## config.mk

```make
export PLATFORM = sky130hd
export DESIGN_NAME = slot_manager
export DESIGN_NICKNAME = d
export VERILOG_FILES = /design/src/rtl/slot_manager.sv
export SDC_FILE = /design/constraint.sdc
export NUM_CORES = 1
export LEC_CHECK = 0
export BUFFER_PORTS_ARGS = -buffer_cell sky130_fd_sc_hd__buf_2
export CORE_ASPECT_RATIO = 1.2
export CORE_MARGIN = 4
export CORE_UTILIZATION = 37
export CTS_BUF_LIST = sky130_fd_sc_hd__clkbuf_4 sky130_fd_sc_hd__clkbuf_8
export CTS_CLUSTER_SIZE = 30
export DETAILED_ROUTE_END_ITERATION = 8
export GPL_TIMING_DRIVEN = 0
export PLACE_DENSITY_LB_ADDON = 0.15
export SLEW_MARGIN = 20
export SYNTH_ARGS = -nofsm -noshare
export SYNTH_HDL_FRONTEND = slang
export SYNTH_SLANG_ARGS = --single-unit
```

## constraint.sdc

```tcl
create_clock -name clk -period 2.3 [get_ports clk]
set_input_delay 0.115 -clock clk [delete_from_list [all_inputs] [get_ports clk]]
set_output_delay 0.115 -clock clk [all_outputs]
set_load 0.02 [all_outputs]
```

## src/rtl/slot_manager.sv

```systemverilog
`default_nettype none
`timescale 1ns/1ps
// ============================================================================
// Module      : slot_manager
// Description : Scans a NUM_SLOTS code bank one slot per cycle for SAVE,
//               MATCH and DELETE, and issues the register-file write itself.
//               Optional macro SLOT_DUP_CHECK_EN: SAVE rejects duplicate codes.
// Revision    : 1.0 - initial release
// ============================================================================
module slot_manager #(
  parameter int ADDR_W = 2,
  parameter int CODE_W = 16
) (
  input  logic              clk,
  input  logic              reset,
  input  logic              start,
  input  logic [1:0]        op,
  input  logic [CODE_W-1:0] code_in,
  output logic [ADDR_W-1:0] rf_rd_addr,
  input  logic [CODE_W:0]   rf_rd_data,
  output logic              rf_wr_en,
  output logic [ADDR_W-1:0] rf_wr_addr,
  output logic [CODE_W:0]   rf_wr_data,
  output logic              busy,
  output logic              done,
  output logic              error,
  output logic [1:0]        err_code,
  output logic [ADDR_W-1:0] hit_addr
);

  localparam int NUM_SLOTS = 2**ADDR_W;
  localparam logic [ADDR_W-1:0] c_LAST_SLOT = ADDR_W'(NUM_SLOTS - 1);

  localparam logic [1:0] c_OP_SAVE   = 2'b00;
  localparam logic [1:0] c_OP_MATCH  = 2'b01;
  localparam logic [1:0] c_OP_BAD    = 2'b11;

  localparam logic [1:0] c_ERR_MISS  = 2'b01;
  localparam logic [1:0] c_ERR_OP    = 2'b11;

  typedef enum logic [1:0] {
    S_IDLE   = 2'd0,
    S_SCAN   = 2'd1,
    S_COMMIT = 2'd2,
    S_DONE   = 2'd3
  } state_t;

  state_t              r_state;
  logic [1:0]          r_op;
  logic [CODE_W-1:0]   r_code;
  logic [ADDR_W-1:0]   r_rd_addr;
  logic                r_wr_en;
  logic [ADDR_W-1:0]   r_wr_addr;
  logic [CODE_W:0]     r_wr_data;
  logic                r_busy;
  logic                r_done;
  logic                r_error;
  logic [1:0]          r_err_code;
  logic [ADDR_W-1:0]   r_hit_addr;

  logic w_valid;
  logic w_code_eq;
  logic w_at_last;
  logic w_hit;

  assign w_valid   = rf_rd_data[CODE_W];
  assign w_code_eq = (rf_rd_data[CODE_W-1:0] == r_code);
  assign w_at_last = (r_rd_addr == c_LAST_SLOT);
  assign w_hit     = (r_op == c_OP_SAVE) ? !w_valid : (w_valid && w_code_eq);

`ifdef SLOT_DUP_CHECK_EN
  localparam logic [1:0] c_ERR_DUP = 2'b10;

  logic              r_dup_found;
  logic [ADDR_W-1:0] r_dup_addr;
  logic              r_free_found;
  logic [ADDR_W-1:0] r_free_addr;

  // Fold the slot currently on the bus into the running results so the
  // final decision can be made in the last scan cycle.
  logic              w_dup_any;
  logic [ADDR_W-1:0] w_dup_addr;
  logic              w_free_any;
  logic [ADDR_W-1:0] w_free_addr;

  assign w_dup_any   = r_dup_found || (w_valid && w_code_eq);
  assign w_dup_addr  = r_dup_found ? r_dup_addr : r_rd_addr;
  assign w_free_any  = r_free_found || !w_valid;
  assign w_free_addr = r_free_found ? r_free_addr : r_rd_addr;
`endif

  always_ff @(posedge clk) begin
    if (reset) begin
      r_state    <= S_IDLE;
      r_op       <= 2'b00;
      r_code     <= '0;
      r_rd_addr  <= '0;
      r_wr_en    <= 1'b0;
      r_wr_addr  <= '0;
      r_wr_data  <= '0;
      r_busy     <= 1'b0;
      r_done     <= 1'b0;
      r_error    <= 1'b0;
      r_err_code <= 2'b00;
      r_hit_addr <= '0;
`ifdef SLOT_DUP_CHECK_EN
      r_dup_found  <= 1'b0;
      r_dup_addr   <= '0;
      r_free_found <= 1'b0;
      r_free_addr  <= '0;
`endif
    end else begin
      r_done  <= 1'b0;
      r_wr_en <= 1'b0;
      case (r_state)
        S_IDLE: begin
          if (start) begin
            r_op       <= op;
            r_code     <= code_in;
            r_error    <= 1'b0;
            r_err_code <= 2'b00;
            r_hit_addr <= '0;
            r_rd_addr  <= '0;
            r_busy     <= 1'b1;
`ifdef SLOT_DUP_CHECK_EN
            r_dup_found  <= 1'b0;
            r_free_found <= 1'b0;
`endif
            if (op == c_OP_BAD) begin
              r_error    <= 1'b1;
              r_err_code <= c_ERR_OP;
              r_done     <= 1'b1;
              r_state    <= S_DONE;
            end else begin
              r_state <= S_SCAN;
            end
          end
        end

        S_SCAN: begin
`ifdef SLOT_DUP_CHECK_EN
          if (r_op == c_OP_SAVE) begin
            if (w_valid && w_code_eq && !r_dup_found) begin
              r_dup_found <= 1'b1;
              r_dup_addr  <= r_rd_addr;
            end
            if (!w_valid && !r_free_found) begin
              r_free_found <= 1'b1;
              r_free_addr  <= r_rd_addr;
            end
            if (w_at_last) begin
              if (w_dup_any) begin
                r_error    <= 1'b1;
                r_err_code <= c_ERR_DUP;
                r_hit_addr <= w_dup_addr;
                r_done     <= 1'b1;
                r_state    <= S_DONE;
              end else if (w_free_any) begin
                r_hit_addr <= w_free_addr;
                r_wr_en    <= 1'b1;
                r_wr_addr  <= w_free_addr;
                r_wr_data  <= {1'b1, r_code};
                r_state    <= S_COMMIT;
              end else begin
                r_error    <= 1'b1;
                r_err_code <= c_ERR_MISS;
                r_done     <= 1'b1;
                r_state    <= S_DONE;
              end
            end else begin
              r_rd_addr <= r_rd_addr + 1'b1;
            end
          end else
`endif
          begin
            if (w_hit) begin
              r_hit_addr <= r_rd_addr;
              if (r_op == c_OP_MATCH) begin
                r_done  <= 1'b1;
                r_state <= S_DONE;
              end else begin
                // Write strobe is registered here so it lands in COMMIT.
                r_wr_en   <= 1'b1;
                r_wr_addr <= r_rd_addr;
                r_wr_data <= (r_op == c_OP_SAVE) ? {1'b1, r_code} : '0;
                r_state   <= S_COMMIT;
              end
            end else if (w_at_last) begin
              r_error    <= 1'b1;
              r_err_code <= c_ERR_MISS;
              r_done     <= 1'b1;
              r_state    <= S_DONE;
            end else begin
              r_rd_addr <= r_rd_addr + 1'b1;
            end
          end
        end

        S_COMMIT: begin
          r_done  <= 1'b1;
          r_state <= S_DONE;
        end

        S_DONE: begin
          r_busy  <= 1'b0;
          r_state <= S_IDLE;
        end

        default: r_state <= S_IDLE;
      endcase
    end
  end

  assign rf_rd_addr = r_rd_addr;
  assign rf_wr_en   = r_wr_en;
  assign rf_wr_addr = r_wr_addr;
  assign rf_wr_data = r_wr_data;
  assign busy       = r_busy;
  assign done       = r_done;
  assign error      = r_error;
  assign err_code   = r_err_code;
  assign hit_addr   = r_hit_addr;

endmodule
`default_nettype wire

```

==> results.py <==
metrics = {
    "sta": {
        "setup_viol": 0,
        "drv_slew": 0,
        "tightest_slew_ns": 0.6357,
        "hold_violations": 0,
        "min_period_ns": 2.160,
        "finalCritPeriodShare": 0.9392,
        "setup_ws_ns": 0.1397,
        "max_freq_mhz": 462.9,
        "slew_headroom": 0.5739,
        "fin_worst_skew_ns": 0.006687,
        "fin_tns_setup_ns": 0,
    },
    "drt": {
        "vias": 1897,
        "drt_iter0_markers": 89,
        "dr.pass1.iters": 5,
        "drt-total-wl_mm": 5.386,
        "vias_per_cell": 5.226,
        "drtAntennaViolNets": 0,
        "avgRoutedWirePerCell_um": 14.84,
        "drc": 0,
    },
    "critical_path": {
        "setup.worst_path.class": "register to register",
        "crit_chain": "xnor2_1 > nand4_1 > nor4_4 > a21o_4 > a31oi_4 > buf_6 > a22o_1",
        "start_kind": "register",
        "r2r_start": "r_code[10]",
        "crit_fanout": 10,
        "endpoint_kind": "register",
        "crit_required_ns": 2.50,
        "r2r_setup_slack_ns": 0.14,
        "crit_arrival_ns": 2.36,
        "r2r_cells": 7,
        "crit_start": "r_code[10]",
        "slowest_stage": "nor4_4",
        "critPathMaxStageDelay_ns": 0.50,
        "r2r-end": "rf_wr_data[9]",
    },
    "placement": {
        "portBuffers": 66,
        "place_hpwl_mm": 3.978,
        "gp_congestion": 0.8142,
        "place_ws_ns": 0.1101,
    },
    "global_routing": {
        "grt_pass1_wl_mm": 9.163,
        "grt_pass1_vias": 1950,
        "grt_max_degree": 16,
        "antenna_found_initial": 0,
        "gr-usage-all-layers": 0.1623,
        "overflow": 0,
    },
    "floorplan": {
        "rows": 29,
        "die-area_um2": 6915,
        "die_x_um": 76.58,
        "start_util": 0.3889,
        "core-area_um2": 5370,
        "num_io_pins": 67,
        "fp.dieH_um": 90.30,
    },
    "status": {
        "status": "finished clean",
    },
    "power": {
        "vdd_drop_max_mv": 0.4500,
        "p_leak_nw": 1.143,
        "powerDensity_nw_per_um2": 929.7,
    },
    "flow_run": {
        "cap_violations": 0,
    },
    "cells_and_area": {
        "antenna_cells": 0,
        "ff_latch_area_um2": 960.9,
        "multi_input_area_um2": 1065,
        "syn2layout_area_growth_pct": 25.58,
        "fillers": 551,
        "drive_gt1_frac": 0.3090,
        "layout.nets": 343,
    },
    "clocking": {
        "path_clk_slew_ns": 0.09,
        "cts.sinks": 48,
        "h-tree-depth": 2,
        "postCtsHoldBufs": 0,
        "cts_tree": "yes",
        "numCtsBuffers": 5,
        "cts_buffer_depth": 2,
        "clk_latency_ns": 0.30,
        "cts_root_buf": "clkbuf_8",
    },
    "synthesis": {
        "synth-adder-area-share": 0.02996,
        "synthMuxAreaShare": 0.004793,
        "synth_area_um2": 2088,
        "synthSimpleGateAreaFrac": 0.1750,
        "ys_types": 45,
        "synth_compound_gate_area_share": 0.2265,
        "synth-edff-count": 0,
        "synth_xor_area_frac": 0.06711,
        "ys_seq_elements": 48,
        "ys_seq_area_frac": 0.4602,
        "syn_area_per_cell_um2": 9.199,
        "async_reset_ff_frac": 0,
        "synth_top_family_by_area": "compound AO/OA/AOI/OAI gates",
        "yosysWarnings": 0,
        "synthCells": 227,
        "synth_flop_cell": "dfxtp_1",
        "synth_nets": 270,
    },
    "hold_path": {
        "hold_depth": 3,
        "min_delay_worst_endpoint": "r_code[2]",
        "hp-start": "code_in[2]",
        "min_path_type": "input port to register",
    },
}
## layout by cell type, fill, tap and decap left out, types with 6 or more instances in the layout
cell type / instances
nor2_1: 8
a22o_1: 11
dfxtp_1: 48
nand3_1: 6
clkbuf_1: 6
nand2_1: 47
buf_2: 67
xnor2_1: 13
a21oi_1: 21
o21ai_0: 6
## sequential cells by signal, indices dropped and copies added, names as in the netlist, 2 cells and up
name and flops:
r_state 2, err_code 2, r_code 16, rf_wr_data 17, rf_rd_addr 2, rf_wr_addr 2, hit_addr 2, r_op 2
## timing repair
item                                    CTS  global route
resized for setup                         0             4
buffers inserted                          0             0
endpoints found under the setup margin    0            12
## layer usage
layer  vias up  GRT usage  wire (um)
met5         -          0          0
li1        954          -          -
met2        61     0.2683       2558
met3        10    0.04192        280
met4         0    0.06647        111
met1       872     0.1998       2436
## how the worst max path moves through the flow
stage / endpoint / cells past startpoint / slack (ns)
final: rf_wr_data[9] / 7 / 0.14
after global routing: rf_wr_data[9] / 7 / -0.008
after CTS: rf_wr_data[9] / 4 / 0.07
after detailed placement: rf_wr_data[9] / 4 / 0.11
after global placement: rf_wr_data[9] / 4 / 0.14
after floorplan: rf_wr_data[10] / 7 / 0.49
## cell usage after synthesis, types with 3 or more instances
cell type	number	area, um^2
nor2_1	8	30.03
a22o_2	5	50.05
nor3_1	5	25.02
o21ai_0	6	30.03
xnor2_1	13	113.9
nand2_1	47	176.4
xor2_1	3	26.28
nand3_1	6	30.03
dfxtp_1	48	960.9
ha_1	5	62.56
clkbuf_1	7	26.28
inv_1	3	11.26
a21oi_1	21	105.1
a22o_1	11	96.34
## cell families (layout without fill, tap and decap cells)
logic type	Yosys count	count (layout)
simple gates	78	78
compound gates	64	64
flops	48	48
xor+xnor	16	16
buf+inv	15	89
fa+ha+maj	5	5
mux	1	1
## where the power goes
part | switching, mW | internal, mW | total, mW
logic | 0.489 | 0.307 | 0.796
registers | 0.0969 | 0.940 | 1.04
clock network | 0.284 | 0.322 | 0.606
total | 0.870 | 1.57 | 2.44
## layout make-up
type | count | share of cell area
clock inverter | 3 | 0.01622
timing repair buffer | 66 | 0.1260
multi-input combinational | 164 | 0.4060
clock buffer | 5 | 0.02624
tap | 62 | 0.02958
buffer | 11 | 0.02385
inverter | 4 | 0.005725
sequential | 48 | 0.3664
## through the flow
| stage | instances | util | power (mW) | hold WS, ns | instance area (um^2) |
|---|---|---|---|---|---|
| floorplan | 227 | - | 1.612 | 0.2510 | 2088 |
| global placement | 355 | 0.4648 | 1.838 | 0.3599 | 2496 |
| detailed placement | 355 | 0.4648 | 1.846 | 0.3680 | 2496 |
| CTS | 363 | 0.4856 | 2.466 | 0.03418 | 2608 |
| global route | 363 | 0.4884 | 2.620 | 0.04393 | 2623 |
| finish | 363 | 0.4884 | 2.438 | 0.04385 | 2623 |
## worst max-delay path: cells and delay by family (launching register included)
family	cells	cell delay, ns
compound gates	3	0.65
buf+inv	1	0.19
flops	1	0.39
xor+xnor	1	0.14
simple gates	2	0.69
Power figures use the tool's default switching activity.
